## src/rtl/life_hud_drawer.sv

```systemverilog
// life_hud_drawer
//   Lives indicator for the VGA HUD. Each life is a solid ICON_W x ICON_H
//   rectangle in a vertical column of MAX_LIVES slots. After reset the block
//   paints every slot once. It then waits for lose/gain requests and repaints
//   one slot per accepted request, one pixel per enabled cycle. When the last
//   life has been erased it parks in a sticky game-over state.
//
// Ports
//   clk          system clock, rising edge
//   reset        synchronous active-high reset, restarts the initial paint
//   enable       cycle enable; when low all state and outputs hold
//   lose_a_life  single-cycle request to remove one life (sampled only when idle)
//   gain_a_life  single-cycle request to add one life (sampled only when idle)
//   active       high while this block owns the pixel write port
//   game_over    sticky, all lives gone
//   lives        current live count
//   x_out/y_out  pixel coordinate
//   colour_out   pixel colour
//   write_out    pixel on x_out/y_out/colour_out is valid this cycle
module life_hud_drawer #(
  parameter int          MAX_LIVES   = 3,
  parameter int          START_LIVES = 3,
  parameter int          ICON_W      = 4,
  parameter int          ICON_H      = 4,
  parameter int          ICON_PITCH  = 4,
  parameter int          X0          = 146,
  parameter int          Y0          = 87,
  parameter logic [2:0]  COLOUR_ON   = 3'b111,
  parameter logic [2:0]  COLOUR_OFF  = 3'b000,
  localparam int         CW          = $clog2(MAX_LIVES + 1)
) (
  input  logic          clk,
  input  logic          reset,
  input  logic          enable,
  input  logic          lose_a_life,
  input  logic          gain_a_life,
  output logic          active,
  output logic          game_over,
  output logic [CW-1:0] lives,
  output logic [7:0]    x_out,
  output logic [6:0]    y_out,
  output logic [2:0]    colour_out,
  output logic          write_out
);

  localparam logic [7:0]    PX_LAST   = 8'(ICON_W - 1);
  localparam logic [6:0]    PY_LAST   = 7'(ICON_H - 1);
  localparam logic [CW-1:0] SLOT_LAST = CW'(MAX_LIVES - 1);
  localparam logic [CW-1:0] MAX_L     = CW'(MAX_LIVES);
  localparam logic [CW-1:0] START_L   = CW'(START_LIVES);
  localparam logic [CW-1:0] ONE_L     = CW'(1);

  typedef enum logic [1:0] {
    S_INIT,
    S_IDLE,
    S_DRAW,
    S_OVER
  } state_t;

  state_t        state_q, state_n;
  logic [CW-1:0] lives_q, lives_n;
  logic [CW-1:0] slot_q, slot_n;
  logic [7:0]    px_q, px_n;
  logic [6:0]    py_q, py_n;
  logic [2:0]    colour_q, colour_n;
  logic          gain_pend_q, gain_pend_n;
  logic          slot_done;
  logic [CW-1:0] lives_end;

  assign slot_done = (px_q == PX_LAST) && (py_q == PY_LAST);

  // A gain only bumps the count once its icon is fully painted.
  assign lives_end = gain_pend_q ? (lives_q + ONE_L) : lives_q;

  always_ff @(posedge clk) begin
    if (reset) begin
      state_q     <= S_INIT;
      lives_q     <= START_L;
      slot_q      <= '0;
      px_q        <= '0;
      py_q        <= '0;
      colour_q    <= COLOUR_ON;
      gain_pend_q <= 1'b0;
    end else begin
      state_q     <= state_n;
      lives_q     <= lives_n;
      slot_q      <= slot_n;
      px_q        <= px_n;
      py_q        <= py_n;
      colour_q    <= colour_n;
      gain_pend_q <= gain_pend_n;
    end
  end

  always_comb begin
    state_n     = state_q;
    lives_n     = lives_q;
    slot_n      = slot_q;
    px_n        = px_q;
    py_n        = py_q;
    colour_n    = colour_q;
    gain_pend_n = gain_pend_q;

    if (enable) begin
      unique case (state_q)
        S_INIT, S_DRAW: begin
          // Raster walk inside the slot: x first, then y.
          if (px_q == PX_LAST) begin
            px_n = '0;
            if (py_q == PY_LAST) begin
              py_n = '0;
            end else begin
              py_n = py_q + 7'd1;
            end
          end else begin
            px_n = px_q + 8'd1;
          end

          if (slot_done) begin
            if (state_q == S_INIT) begin
              if (slot_q == SLOT_LAST) begin
                state_n = S_IDLE;
              end else begin
                slot_n = slot_q + ONE_L;
              end
            end else begin
              lives_n     = lives_end;
              gain_pend_n = 1'b0;
              state_n     = (lives_end == '0) ? S_OVER : S_IDLE;
            end
          end
        end

        S_IDLE: begin
          // Simultaneous lose and gain cancel out; lives is always >= 1 here.
          if (lose_a_life && !gain_a_life) begin
            lives_n  = lives_q - ONE_L;
            slot_n   = lives_q - ONE_L;
            colour_n = COLOUR_OFF;
            px_n     = '0;
            py_n     = '0;
            state_n  = S_DRAW;
          end else if (gain_a_life && !lose_a_life && (lives_q < MAX_L)) begin
            slot_n      = lives_q;
            colour_n    = COLOUR_ON;
            gain_pend_n = 1'b1;
            px_n        = '0;
            py_n        = '0;
            state_n     = S_DRAW;
          end
        end

        S_OVER: begin
        end

        default: begin
          state_n = S_INIT;
        end
      endcase
    end
  end

  assign active    = (state_q == S_INIT) || (state_q == S_DRAW);
  assign write_out = active;
  assign game_over = (state_q == S_OVER);
  assign lives     = lives_q;

  // The initial paint colours each slot from START_LIVES; redraws use the latched colour.
  assign colour_out = (state_q == S_INIT) ? ((slot_q < START_L) ? COLOUR_ON : COLOUR_OFF)
                                          : colour_q;

  // Coordinates are formed at integer width and truncated to the port width.
  assign x_out = 8'(X0 + int'(px_q));
  assign y_out = 7'(Y0 + int'(slot_q) * ICON_PITCH + int'(py_q));

endmodule

```

## config.mk

```make
export PLATFORM = sky130hd
export DESIGN_NAME = life_hud_drawer
export DESIGN_NICKNAME = d
export VERILOG_FILES = /design/src/rtl/life_hud_drawer.sv
export SDC_FILE = /design/constraint.sdc
export NUM_CORES = 1
export LEC_CHECK = 0
export ABC_AREA = 1
export BUFFER_PORTS_ARGS = -buffer_cell sky130_fd_sc_hd__buf_4
export CORE_MARGIN = 2
export CORE_UTILIZATION = 57
export CTS_CLUSTER_SIZE = 12
export DETAILED_ROUTE_END_ITERATION = 7
export PLACE_DENSITY = 0.79
export SLEW_MARGIN = 40
export SYNTH_ARGS = -nofsm -noshare
export SYNTH_HDL_FRONTEND = slang
export SYNTH_SLANG_ARGS = --single-unit
```

## constraint.sdc

```tcl
create_clock -name clk -period 2 [get_ports clk]
set_input_delay 0.3 -clock clk [delete_from_list [all_inputs] [get_ports clk]]
set_output_delay 0.3 -clock clk [all_outputs]
set_load 0.005 [all_outputs]
```

==> impl_metrics.env <==
export IMPL_start_util_pct=58.9
export IMPL_synth_area_per_cell_sq_um=6.87
export IMPL_slew_viol_final=0
export IMPL_die_h_microns=62.5
export IMPL_drtPass1Iterations=4
export IMPL_holdCritPathClass="primary input to flip-flop"
export IMPL_cp_common_cell="nand2_2"
export IMPL_cts_hold_buf=0
export IMPL_dr_total_vias=1853
export IMPL_grt_total_usage_pct=22.4
export IMPL_postPlaceCellArea_sq_um=2210
export IMPL_io_pins=28
export IMPL_first_iter_violations=157
export IMPL_yosys_warnings=0
export IMPL_grt_pass1_vias=1659
export IMPL_final_antenna_net_count=0
export IMPL_ys_types=38
export IMPL_max_slew_margin_rel_pct=77.9
export IMPL_gp_congestion=0.896
export IMPL_rrSetupSlack_ns=0.30
export IMPL_synth_area_sq_um=1950
export IMPL_cts_root_buf="clkbuf_4"
export IMPL_io_buffers=27
export IMPL_coreArea_sq_um=3310
export IMPL_grt_pass1_wl_mm=7.27
export IMPL_final_cell_area_sq_um=2350
export IMPL_ys_seq_elements=23
export IMPL_timing_fmax_mhz=448
export IMPL_end_kind="output pin"
export IMPL_area_growth_synth_to_final_pct=20.7
export IMPL_clockBufferDepth=2
export IMPL_p_leak_nw=1.07
export IMPL_rsz0062_at_grt="yes"
export IMPL_n_fill_cell=292
export IMPL_crit_required_ns=1.70
export IMPL_antennaDiodeCount=0
export IMPL_grt_max_degree=20
export IMPL_setup_viol=4
export IMPL_maxCapViolations=0
export IMPL_p_per_area_nw_per_um2=338
export IMPL_yosys_top_cells_area="dfxtp_1, nand2_1, ha_1, inv_1, nor2_1"
export IMPL_via_per_inst=5.09
export IMPL_synth_edf_count=0
export IMPL_status="finished, violations left"
export IMPL_gr_total_overflow=0
export IMPL_post_dp_hpwl_mm=3.14
export IMPL_tightest_slew_ns=0.330
export IMPL_critPathArrivalTime_ns=1.93
export IMPL_fin_nets=344
export IMPL_synth_top_area_share_pct=23.6
export IMPL_drive_above_1_share_pct=31.1
export IMPL_clk_pin_slew_ns=0.14
export IMPL_cts_max_level=1
export IMPL_critPathMaxStageDelay_ns=0.36
export IMPL_final_cell_mix="nand2_1, buf_4, inv_1"
export IMPL_fin_hold_ws_ns=0.240
export IMPL_ys_flop_type="dfxtp_1"
export IMPL_antenna_found_initial=0
export IMPL_cts_tree="built"
export IMPL_layout_min_cycle_time_ns=2.23
export IMPL_synth_area_leader_cell="dfxtp_1"
export IMPL_core_rowCount=21
export IMPL_path_max_fanout=2
export IMPL_synthArstFlopShare_pct=0
export IMPL_worst_ir_drop_vdd_uv=232
export IMPL_die_w_microns=62.5
export IMPL_wire_per_inst_microns=11.7
export IMPL_crit_chain="inv_2, ha_4, inv_4, ha_4, a21oi_2, nand2_2, nand2_2, nand2_2, a21oi_2, xor2_1, buf_4"
export IMPL_worstSetupPathType="flip-flop to output pin"
export IMPL_period_share_pct=112
export IMPL_clk_latency_ns=0.33
export IMPL_violations="negative setup slack"
export IMPL_slowest_stage="dfxtp_2"
export IMPL_cts_buffers=3
export IMPL_layout_commonest_cell="nand2_1"
export IMPL_critPathLaunchType="flip-flop"
export IMPL_syn_nets=309
export IMPL_ys_seq_area_share_pct=23.6
export IMPL_final_hold_viol_count=0
export IMPL_die_area_sq_um=3910
export IMPL_cts_num_sinks=23
export IMPL_syn_inst=284
export IMPL_finClkSkew_ns=0.00177
export IMPL_timing_final_ws_setup_ns=-0.234
export IMPL_drc_errors=0
export IMPL_route_final_wire_length_mm=4.27
## power breakdown
group	total (mW)	internal [mW]	switching (mW)	leakage, nW
logic	0.0870	0.0350	0.0521	0.868
registers	0.468	0.463	0.00495	0.189
clock network	0.240	0.0785	0.161	0.0150
total	0.794	0.576	0.218	1.07
## per-stage QoR
step                cells  power [mW]  setup slack [ns]  TNS, ns  util [%]
finish                364       0.794            -0.234   -0.666      71.1
global route          364       0.820            -0.338   -0.960      71.1
CTS                   363       0.796            -0.211   -0.610      70.4
detailed placement    357       0.564            0.0451        0      66.8
global placement      357       0.562            0.0669        0      66.8
floorplan             284       0.533             0.122        0         -
## final cells by class
cell class                 instances  area, sq um  share of cell area [%]
clock buffer                       4         26.3                    1.12
inverter                          41          165                    7.02
multi-input combinational        211         1340                    56.9
sequential                        23          469                    19.9
tap                               46         57.6                    2.45
timing repair buffer              39          297                    12.6
## worst paths after layout
check / startpoint / end / depth (start not counted)
max: py_q[2]$_SDFFE_PP0P_ / y_out[6] / 11
min: reset / py_q[0]$_SDFFE_PP0P_ / 2
max reg2reg: py_q[1]$_SDFFE_PP0P_ / state_q[0]$_SDFFE_PP0P_ / 11
min reg2reg: colour_q[1]$_SDFFE_PP1P_ / colour_q[1]$_SDFFE_PP1P_ / 2
## cells in the mapped netlist (6+ instances only)
master and count:
nand2_1 72, inv_1 34, nor2_1 24, dfxtp_1 23
ha_1 19, nand3_1 17, a21oi_1 12, xor2_1 8
a21oi_2 6, nand2_2 6
## routing by layer
metal | GRT usage [%] | vias to the layer above | part of all wire, %
met1 | 29.1 | 839 | 46
met4 | 7.50 | 0 | 1.4
li1 | - | 965 | -
met5 | 0 | - | 0
met3 | 1.08 | 5 | 3.4
met2 | 39.7 | 44 | 49
## registers in the layout (all words and copies together) (netlist names)
signal       count
colour_q         1
gain_pend_q      1
lives            2
px_q             8
py_q             7
slot_q           2
state_q          2
## what timing repair did
| item | in CTS | in global routing |
|---|---|---|
| pin swaps | 7 | 6 |
| gates resized for setup | 17 | 7 |
| buffers inserted | 2 | 2 |
| endpoints found under the setup margin | 4 | 10 |
## kinds of logic after synthesis
group	after synthesis	synth area share [%]
xor gates and xnor gates	9	4.04
buffers and inverters	50	11.7
AOI/OAI and AO/OA	35	11.3
DFF	23	23.6
adders and majority gates	20	13.2
and+or+nand+nor	147	36.1
## critical path, delay by kind of cell, from the launching register on
kind | cells | cell delay [ns]
xor+xnor | 1 | 0.16
buf+inv | 3 | 0.22
fa+ha+maj | 2 | 0.42
compound gates | 2 | 0.27
simple gates | 3 | 0.19
flops | 1 | 0.36
Power figures use the tool's default switching activity.
